===== src/rtl/srr_pkg.sv =====
// srr_pkg: shared types and constants for the frame synchroniser.
//   state_e            - FSM encoding (HUNT / LOCKED)
//   SYNC_WORD_DEFAULT  - default frame-start pattern
//   fifo_aw()          - address width for a power-of-two FIFO depth
package srr_pkg;

  typedef enum logic {
    HUNT   = 1'b0,
    LOCKED = 1'b1
  } state_e;

  localparam logic [7:0]  SYNC_WORD_DEFAULT  = 8'hA5;
  localparam int unsigned FIFO_DEPTH_DEFAULT = 4;

  function automatic int unsigned fifo_aw(input int unsigned depth);
    return (depth <= 2) ? 1 : $clog2(depth);
  endfunction

  localparam int unsigned FIFO_AW_DEFAULT = fifo_aw(FIFO_DEPTH_DEFAULT);

endpackage


===== src/rtl/srr_byte_fifo.sv =====
// srr_byte_fifo: first-word fall-through byte FIFO.
//   clk, rst_n : clock, async active-low reset (contents discarded)
//   push_i     : write wdata_i; accepted when not full, or when full and a
//                pop happens on the same edge
//   pop_i      : remove head; ignored while empty
//   rdata_o    : head byte; holds the last popped byte while empty
//   full_o, empty_o : occupancy flags
module srr_byte_fifo
  import srr_pkg::*;
#(
  parameter int unsigned DEPTH = FIFO_DEPTH_DEFAULT
) (
  input  logic       clk,
  input  logic       rst_n,
  input  logic       push_i,
  input  logic [7:0] wdata_i,
  input  logic       pop_i,
  output logic [7:0] rdata_o,
  output logic       full_o,
  output logic       empty_o
);

  localparam int unsigned AW = fifo_aw(DEPTH);

  // Pointers carry one wrap bit above the address for full/empty detection.
  logic [AW:0]   wptr_q, wptr_d, rptr_q, rptr_d;
  logic [7:0]    last_q, last_d;
  logic [7:0]    mem_q [DEPTH];
  logic          do_push, do_pop;
  logic [AW-1:0] waddr, raddr;

  assign waddr   = wptr_q[AW-1:0];
  assign raddr   = rptr_q[AW-1:0];
  assign empty_o = (wptr_q == rptr_q);
  assign full_o  = (wptr_q[AW] != rptr_q[AW]) && (waddr == raddr);
  assign do_pop  = pop_i && !empty_o;
  // When full, the slot freed by a same-edge pop is the one being written.
  assign do_push = push_i && (!full_o || do_pop);

  always_comb begin
    wptr_d = wptr_q;
    rptr_d = rptr_q;
    last_d = last_q;
    if (do_push) wptr_d = wptr_q + (AW+1)'(1);
    if (do_pop) begin
      rptr_d = rptr_q + (AW+1)'(1);
      last_d = mem_q[raddr];
    end
  end

  always_ff @(posedge clk or negedge rst_n) begin
    if (!rst_n) begin
      wptr_q <= '0;
      rptr_q <= '0;
      last_q <= 8'h00;
    end else begin
      wptr_q <= wptr_d;
      rptr_q <= rptr_d;
      last_q <= last_d;
    end
  end

  always_ff @(posedge clk) begin
    if (do_push) mem_q[waddr] <= wdata_i;
  end

  assign rdata_o = empty_o ? last_q : mem_q[raddr];

endmodule


===== src/rtl/srr_frame_sync.sv =====
// srr_frame_sync: hunts for SYNC_WORD in the shift-register window, then
// captures FRAME_BYTES byte-aligned payload bytes into an output FIFO.
//   clk, rst_n      : clock, async active-low reset
//   win[7:0]        : shift-register window, win[0] newest bit
//   byte_data/valid : FIFO head (first-word fall-through)
//   byte_ready      : consumer pops head when byte_valid is high
//   locked          : frame in progress
//   overflow        : sticky, set when a captured byte found the FIFO full
//   ovf_clr         : synchronous clear of overflow (a same-edge drop wins)
//   frame_cnt[15:0] : completed frames, only when SRR_FRAME_CNT_EN is defined
//
// state  | meaning
// HUNT   | comparing win against SYNC_WORD every edge
// LOCKED | counting bits; every 8th edge captures win as a payload byte
module srr_frame_sync
  import srr_pkg::*;
#(
  parameter logic [7:0]  SYNC_WORD   = SYNC_WORD_DEFAULT,
  parameter int unsigned FRAME_BYTES = 4,
  parameter int unsigned FIFO_DEPTH  = FIFO_DEPTH_DEFAULT
) (
  input  logic        clk,
  input  logic        rst_n,
  input  logic [7:0]  win,
  output logic [7:0]  byte_data,
  output logic        byte_valid,
  input  logic        byte_ready,
  output logic        locked,
  output logic        overflow,
  input  logic        ovf_clr
`ifdef SRR_FRAME_CNT_EN
  ,
  output logic [15:0] frame_cnt
`endif
);

  localparam logic [7:0] FRAME_LAST = 8'(FRAME_BYTES);

  state_e     state_q, state_d;
  logic [2:0] bit_cnt_q, bit_cnt_d;
  logic [7:0] byte_cnt_q, byte_cnt_d;
  logic       overflow_q, overflow_d;
  logic       capture, frame_done, drop;
  logic       fifo_full, fifo_empty, pop;

  assign byte_valid = !fifo_empty;
  assign pop        = byte_valid && byte_ready;
  assign drop       = capture && fifo_full && !pop;

  always_comb begin
    state_d    = state_q;
    bit_cnt_d  = bit_cnt_q;
    byte_cnt_d = byte_cnt_q;
    capture    = 1'b0;
    frame_done = 1'b0;
    case (state_q)
      HUNT: begin
        if (win == SYNC_WORD) begin
          state_d    = LOCKED;
          bit_cnt_d  = 3'd0;
          byte_cnt_d = 8'd0;
        end
      end
      LOCKED: begin
        bit_cnt_d = bit_cnt_q + 3'd1;
        if (bit_cnt_q == 3'd7) begin
          // Counted even when the byte is dropped so alignment is kept.
          capture    = 1'b1;
          byte_cnt_d = byte_cnt_q + 8'd1;
          if (byte_cnt_d == FRAME_LAST) begin
            state_d    = HUNT;
            frame_done = 1'b1;
          end
        end
      end
      default: state_d = HUNT;
    endcase
  end

  always_comb begin
    overflow_d = overflow_q;
    if (drop)         overflow_d = 1'b1;
    else if (ovf_clr) overflow_d = 1'b0;
  end

  always_ff @(posedge clk or negedge rst_n) begin
    if (!rst_n) begin
      state_q    <= HUNT;
      bit_cnt_q  <= 3'd0;
      byte_cnt_q <= 8'd0;
      overflow_q <= 1'b0;
    end else begin
      state_q    <= state_d;
      bit_cnt_q  <= bit_cnt_d;
      byte_cnt_q <= byte_cnt_d;
      overflow_q <= overflow_d;
    end
  end

  assign locked   = (state_q == LOCKED);
  assign overflow = overflow_q;

`ifdef SRR_FRAME_CNT_EN
  logic [15:0] frame_cnt_q;
  always_ff @(posedge clk or negedge rst_n) begin
    if (!rst_n)          frame_cnt_q <= 16'h0000;
    else if (frame_done) frame_cnt_q <= frame_cnt_q + 16'd1;
  end
  assign frame_cnt = frame_cnt_q;
`else
  logic unused_frame_done;
  assign unused_frame_done = frame_done;
`endif

  srr_byte_fifo #(.DEPTH(FIFO_DEPTH)) u_fifo (
    .clk     (clk),
    .rst_n   (rst_n),
    .push_i  (capture),
    .wdata_i (win),
    .pop_i   (pop),
    .rdata_o (byte_data),
    .full_o  (fifo_full),
    .empty_o (fifo_empty)
  );

endmodule


===== config.mk =====
export PLATFORM = sky130hd
export DESIGN_NAME = srr_frame_sync
export DESIGN_NICKNAME = d
export VERILOG_FILES = /design/src/rtl/srr_pkg.sv /design/src/rtl/srr_byte_fifo.sv /design/src/rtl/srr_frame_sync.sv
export SDC_FILE = /design/constraint.sdc
export NUM_CORES = 1
export LEC_CHECK = 0
export ABC_AREA = 1
export CAP_MARGIN = 10
export CORE_UTILIZATION = 57
export CTS_CLUSTER_SIZE = 40
export DETAILED_ROUTE_END_ITERATION = 6
export GPL_ROUTABILITY_DRIVEN = 0
export PLACE_DENSITY_LB_ADDON = 0.1
export SYNTH_ARGS = -nofsm -noshare
export SYNTH_HDL_FRONTEND = slang
export SYNTH_SLANG_ARGS = --single-unit

===== constraint.sdc =====
create_clock -name clk -period 2.9 [get_ports clk]
set_clock_uncertainty 0.15 [all_clocks]
set_input_delay 0.435 -clock clk [delete_from_list [all_inputs] [get_ports clk]]
set_output_delay 0.435 -clock clk [all_outputs]
set_load 0.05 [all_outputs]

Word-level counts from Yosys, hierarchy flattened
Memories as Yosys holds them, arrays and structs flattened. Cells that the tools add are included.

Flip-flop bits (word level): 27. RAM bits: 32. Bits of input ports: 12. Output and inout port bits: 11. Logic and storage cells: 49. Memories kept: 1.

Add/sub/neg operators: 4. Equality and inequality tests: 8. Multiplexer cells: 16. Bitwise operators: 1. Reduce and logical (&&, ||, !) cells: 12.

Memories: u_fifo.mem_q (words 4, width 8, read ports 1, clocked after memory_dff 0, write ports 1, line srr_byte_fifo.sv:28) `logic [7:0] mem_q [DEPTH];`.

Operators by type and width (count): $mux W8 (3); $pmux W8 S2 (1); $add A3 B1 Y3 const B (3); $mux W1 (9); $add A8 B1 Y8 const B (1); $eq A8 B3 Y1 const B (1); $eq A8 B8 Y1 const B (1); $logic_and A1 B1 Y1 (6); $pmux W3 S2 (1); $eq A3 B3 Y1 (1); $eq A3 B3 Y1 const B (1); $logic_not A1 Y1 (3); $mux W3 (1); $eq A2 B2 Y1 (1); $ne A2 B1 Y1 const B (1); $ne A2 B2 Y1 const B (1); $pmux W1 S2 (1); $reduce_and A2 Y1 (1); $reduce_bool A2 Y1 (1); $logic_or A1 B1 Y1 (1); $ne A1 B1 Y1 (1); $not A1 Y1 (1).

Logic depth before layout (Yosys ltp)
Word-level depth: 8. Gate-level depth with buffers: 9. Mapped depth without buffers: 9.

Cells and area by module
Synthesis repeated with hierarchy kept, for this count alone.

Cells, all modules: 307. Area total of the unflattened synthesis: 2914.0 um^2.

By module, submodules not included: srr_byte_fifo (instances 1, cells an instance 205, area an instance 2158.3 um^2, seq. area each 1311.3 um^2); srr_frame_sync (instances 1, cells an instance 102, area an instance 755.7 um^2, seq. area each 325.3 um^2).

Worst setup path before layout
OpenSTA, ideal clock, no wires.

Path kind: flip-flop to output port. Start: register u_fifo.rptr_q[0]. End: output port byte_data[0]. Arrival time: 1608 ps. Data required time: 2315 ps. Slack: 707 ps. Cell stages (with the launch flop): 9. Buffers on the path: 3. Cell sequence: dfrtp_1 > buf_6 > xor2_2 > nor2_8 > nand2_4 > buf_6 > buf_8 > nand2_1 > nand2_1.

Longest elaborated chain between the ends: 2. Elaborated cells on any way between the ends: 3. Classes of those cells: eq/ne (1); mux (1); memory (1).

RTL lines: from (decl) (line srr_byte_fifo.sv:26) `logic [AW:0] wptr_q, wptr_d, rptr_q, rptr_d;`; from (signal assigned) (line srr_byte_fifo.sv:58) `rptr_q <= rptr_d;`; $mem_v2 Z4 W8 / $eq A3 B3 Y1 (equally long branches); $mux W8 * (line srr_byte_fifo.sv:67) `assign rdata_o = empty_o ? last_q : mem_q[raddr];`; to (decl) (line srr_frame_sync.sv:25) `output logic [7:0] byte_data,`.

Every way passes the cells marked *; elsewhere a longest branch is shown, timed or not.

Worst setup path after layout
Start: register u_fifo.rptr_q[0]. End: output port byte_data[7].

The elaborated chain is that of the path after synthesis.

==> flow_summary.yaml <==
sta:
  hold_viol: 0
  fmax_mhz: 388
  setup_viol: 0
  slew_headroom: 0.545
  slew_violations: 0
  tightest_slew_ns: 0.680
  fin_crit_sh: 0.889
  setup_tns_ns: 0
  setup_slack_ns: 0.321
  layout_min_cycle_time_ns: 2.58
  rsz0062_at_grt: "no"
synth:
  yosys_warnings: 0
  synth.area.mux_share: 0
  ys_seq_elements: 59
  ys.flop_type: "edfxtp_1"
  synth-async-reset-ratio: 0.458
  synth_xor_area_frac: 0.0270
  synth_top_family_by_area: "simple AND/OR/NAND/NOR gates"
  synth-seq-area-share: 0.589
  yosys-top-cells-area: "edfxtp_1 35%, dfrtp_1 24%, nand2_1 11%, nand3_1 5.9%, nor2_1 4.3%"
  synth_top_area_frac: 0.346
  synth_fp_nets: 305
  yosysUniqueCellTypes: 26
  synth_area_mm2: 0.00278
  synth_enable_flop_cells: 32
  syn_inst: 285
  synth-simple-area-share: 0.234
  synth_compound_area_frac: 0.0653
  syn_area_per_cell_um2: 9.75
  synthAdderAreaFrac: 0.0360
  yosysTopAreaCell: "edfxtp_1"
placement:
  placed_cell_area_mm2: 0.00302
  dp_slack_ns: 0.536
  dp_hpwl_um: 3700
  port_buffers: 22
critical_path:
  path_cells: "buf_4 > inv_1 > o21ai_0 > o22ai_1 > nand2_1 > nand2_1 > buf_4"
  path_class: "register to primary output"
  cp.buffers_inverters: 3
  cpPeakStageDelay_ns: 0.43
  startpoint: "u_fifo.rptr_q[0]$_DFFE_PN0P_"
  slowest_stage: "dfrtp_1"
  reg2reg_from: "u_fifo.rptr_q[1]$_DFFE_PN0P_"
  end_kind: "primary output"
  arrival_ns: 1.99
  start_kind: "register"
  rr_worst_depth: 5
  cp_top_family: "buffers and inverters"
  r2r-end: "u_fifo.mem_q[0][0]$_DFFE_PP_"
  r2r_slack_ns: 0.64
  crit_path_max_fanout: 18
  cp_data_required_time_ns: 2.32
grt:
  grt.busiest_layer: "met1"
  grt_use_met3: 0.0464
  grt_pass1_wl_um: 8870
  gr-usage-met2: 0.320
  grt_max_degree: 28
  grtUsageMet1: 0.363
  overflow: 0
  grt_usage: 0.238
  grt_pass1_vias: 1768
  antenna_found_initial: 0
layout:
  diodes: 0
  nFillCells: 329
  fin_nets: 335
  area_growth_pct: 18.3
  stdcell_area_mm2: 0.00329
  drive_gt1_frac: 0.119
die:
  dieArea_mm2: 0.00516
  initial_utilization: 0.592
  dieHeight_um: 71.8
  die_w_um: 71.8
  coreArea_mm2: 0.00469
  io_pins: 23
  placementRows: 25
cts:
  numCtsBuffers: 9
  cts_htree_levels: 3
  cts_tree: "done"
  post-cts-setup-buffers: 0
  clockBufferDepth: 2
  path_clk_slew_ns: 0.07
  cts_root_buf: "clkbuf_8"
  ctsResizeCount: 0
  cts_sinks: 59
  clock_latency_ns: 0.33
  holdBufCountCts: 0
drt:
  dr.pass1.iters: 4
  via_per_inst: 5.30
  drt_iter0_drc: 116
  routed_wl_um: 5450
  wl_per_cell_um: 14.6
  drc: 0
  vias: 1982
  ant_nets: 0
power_and_ir_drop:
  ir_drop_mv: 0.657
  cellPowerDensity_mw_per_mm2: 1180
  p_leak_nw: 1.45
  total_power_mw: 3.88
hold_path:
  hold_path.class: "input pin to asynchronous set/reset pin"
outcome:
  status: "completed"
flow_run:
  cap_violations: 0
routing by layer:
metal / wire length (um) / up-vias
li1: - / 1018
met5: 0 / -
met1: 2750 / 897
met2: 2370 / 59
met4: 104 / 0
met3: 233 / 8
registers in the layout, summed over array words and instances (netlist names):
register / flops
u_fifo.last_q: 8
bit_cnt_q: 3
u_fifo.wptr_q: 3
u_fifo.rptr_q: 3
u_fifo.mem_q: 32
byte_cnt_q: 8
overflow: 1
locked: 1
power breakdown:
| part | internal (mW) | total, mW | switching [mW] |
|---|---|---|---|
| Clock | 0.656 | 0.980 | 0.324 |
| Combinational | 0.519 | 1.66 | 1.14 |
| Sequential | 1.10 | 1.25 | 0.147 |
| Total | 2.28 | 3.88 | 1.61 |
worst max-delay path by stage:
stage / slack, ns / end / cells after the start
after floorplan: 0.71 / byte_data[0] / 8
after global placement: 0.61 / u_fifo.mem_q[0][4]$_DFFE_PP_ / 5
after detailed placement: 0.54 / u_fifo.mem_q[0][4]$_DFFE_PP_ / 5
after CTS: 0.32 / byte_data[0] / 7
after global routing: 0.14 / byte_data[0] / 7
final: 0.32 / byte_data[7] / 7
layout make-up:
| cell class | instances | area (um2) | area share |
|---|---|---|---|
| inverters | 17 | 63.8 | 0.0194 |
| well taps | 54 | 67.6 | 0.0205 |
| clock buffers | 9 | 124 | 0.0377 |
| flip-flops and latches | 59 | 1640 | 0.498 |
| repair buffers | 29 | 250 | 0.0761 |
| multi-input cells | 199 | 1010 | 0.306 |
| clock inverters | 7 | 140 | 0.0426 |
worst register-to-register path, delay by kind of cell, from the launching register on:
family	cells	cell delay, ns
xor+xnor	1	0.28
flops	1	0.53
simple gates	4	0.94
synthesized netlist by cell type (2+ instances only):
cell type / n
a21oi_1: 2
buf_2: 4
buf_6: 2
clkbuf_1: 2
dfrtp_1: 27
edfxtp_1: 32
ha_1: 8
inv_1: 17
nand2_1: 79
nand3_1: 33
nand4_1: 2
nor2_1: 32
o21ai_0: 22
o22ai_1: 9
xnor2_1: 2
xor2_2: 2
kinds of logic after synthesis:
group | Yosys count
buf+inv | 27
simple gates | 151
compound gates | 34
fa+ha+maj | 8
xor+xnor | 6
flops | 59
placed cells by master (no fill, tap or decap), types with 2 or more instances in the layout:
cell,count
a21oi_1,2
buf_4,16
bufinv_16,4
clkbuf_8,9
clkdlybuf4s50_1,13
dfrtp_1,27
edfxtp_1,32
ha_1,8
inv_1,17
nand2_1,79
nand3_1,33
nand4_1,2
nor2_1,32
o21ai_0,22
o22ai_1,9
xnor2_1,2
xor2_2,2
per-stage QoR:
stage / cells / utilization / hold slack [ns]
after floorplan: 285 / - / -0.0106
after global placement: 358 / 0.645 / 0.308
after detailed placement: 358 / 0.645 / 0.316
after CTS: 374 / 0.701 / 0.325
after global routing: 374 / 0.701 / 0.336
final: 374 / 0.701 / 0.322
Note: power is estimated with default switching activity, not from simulation.
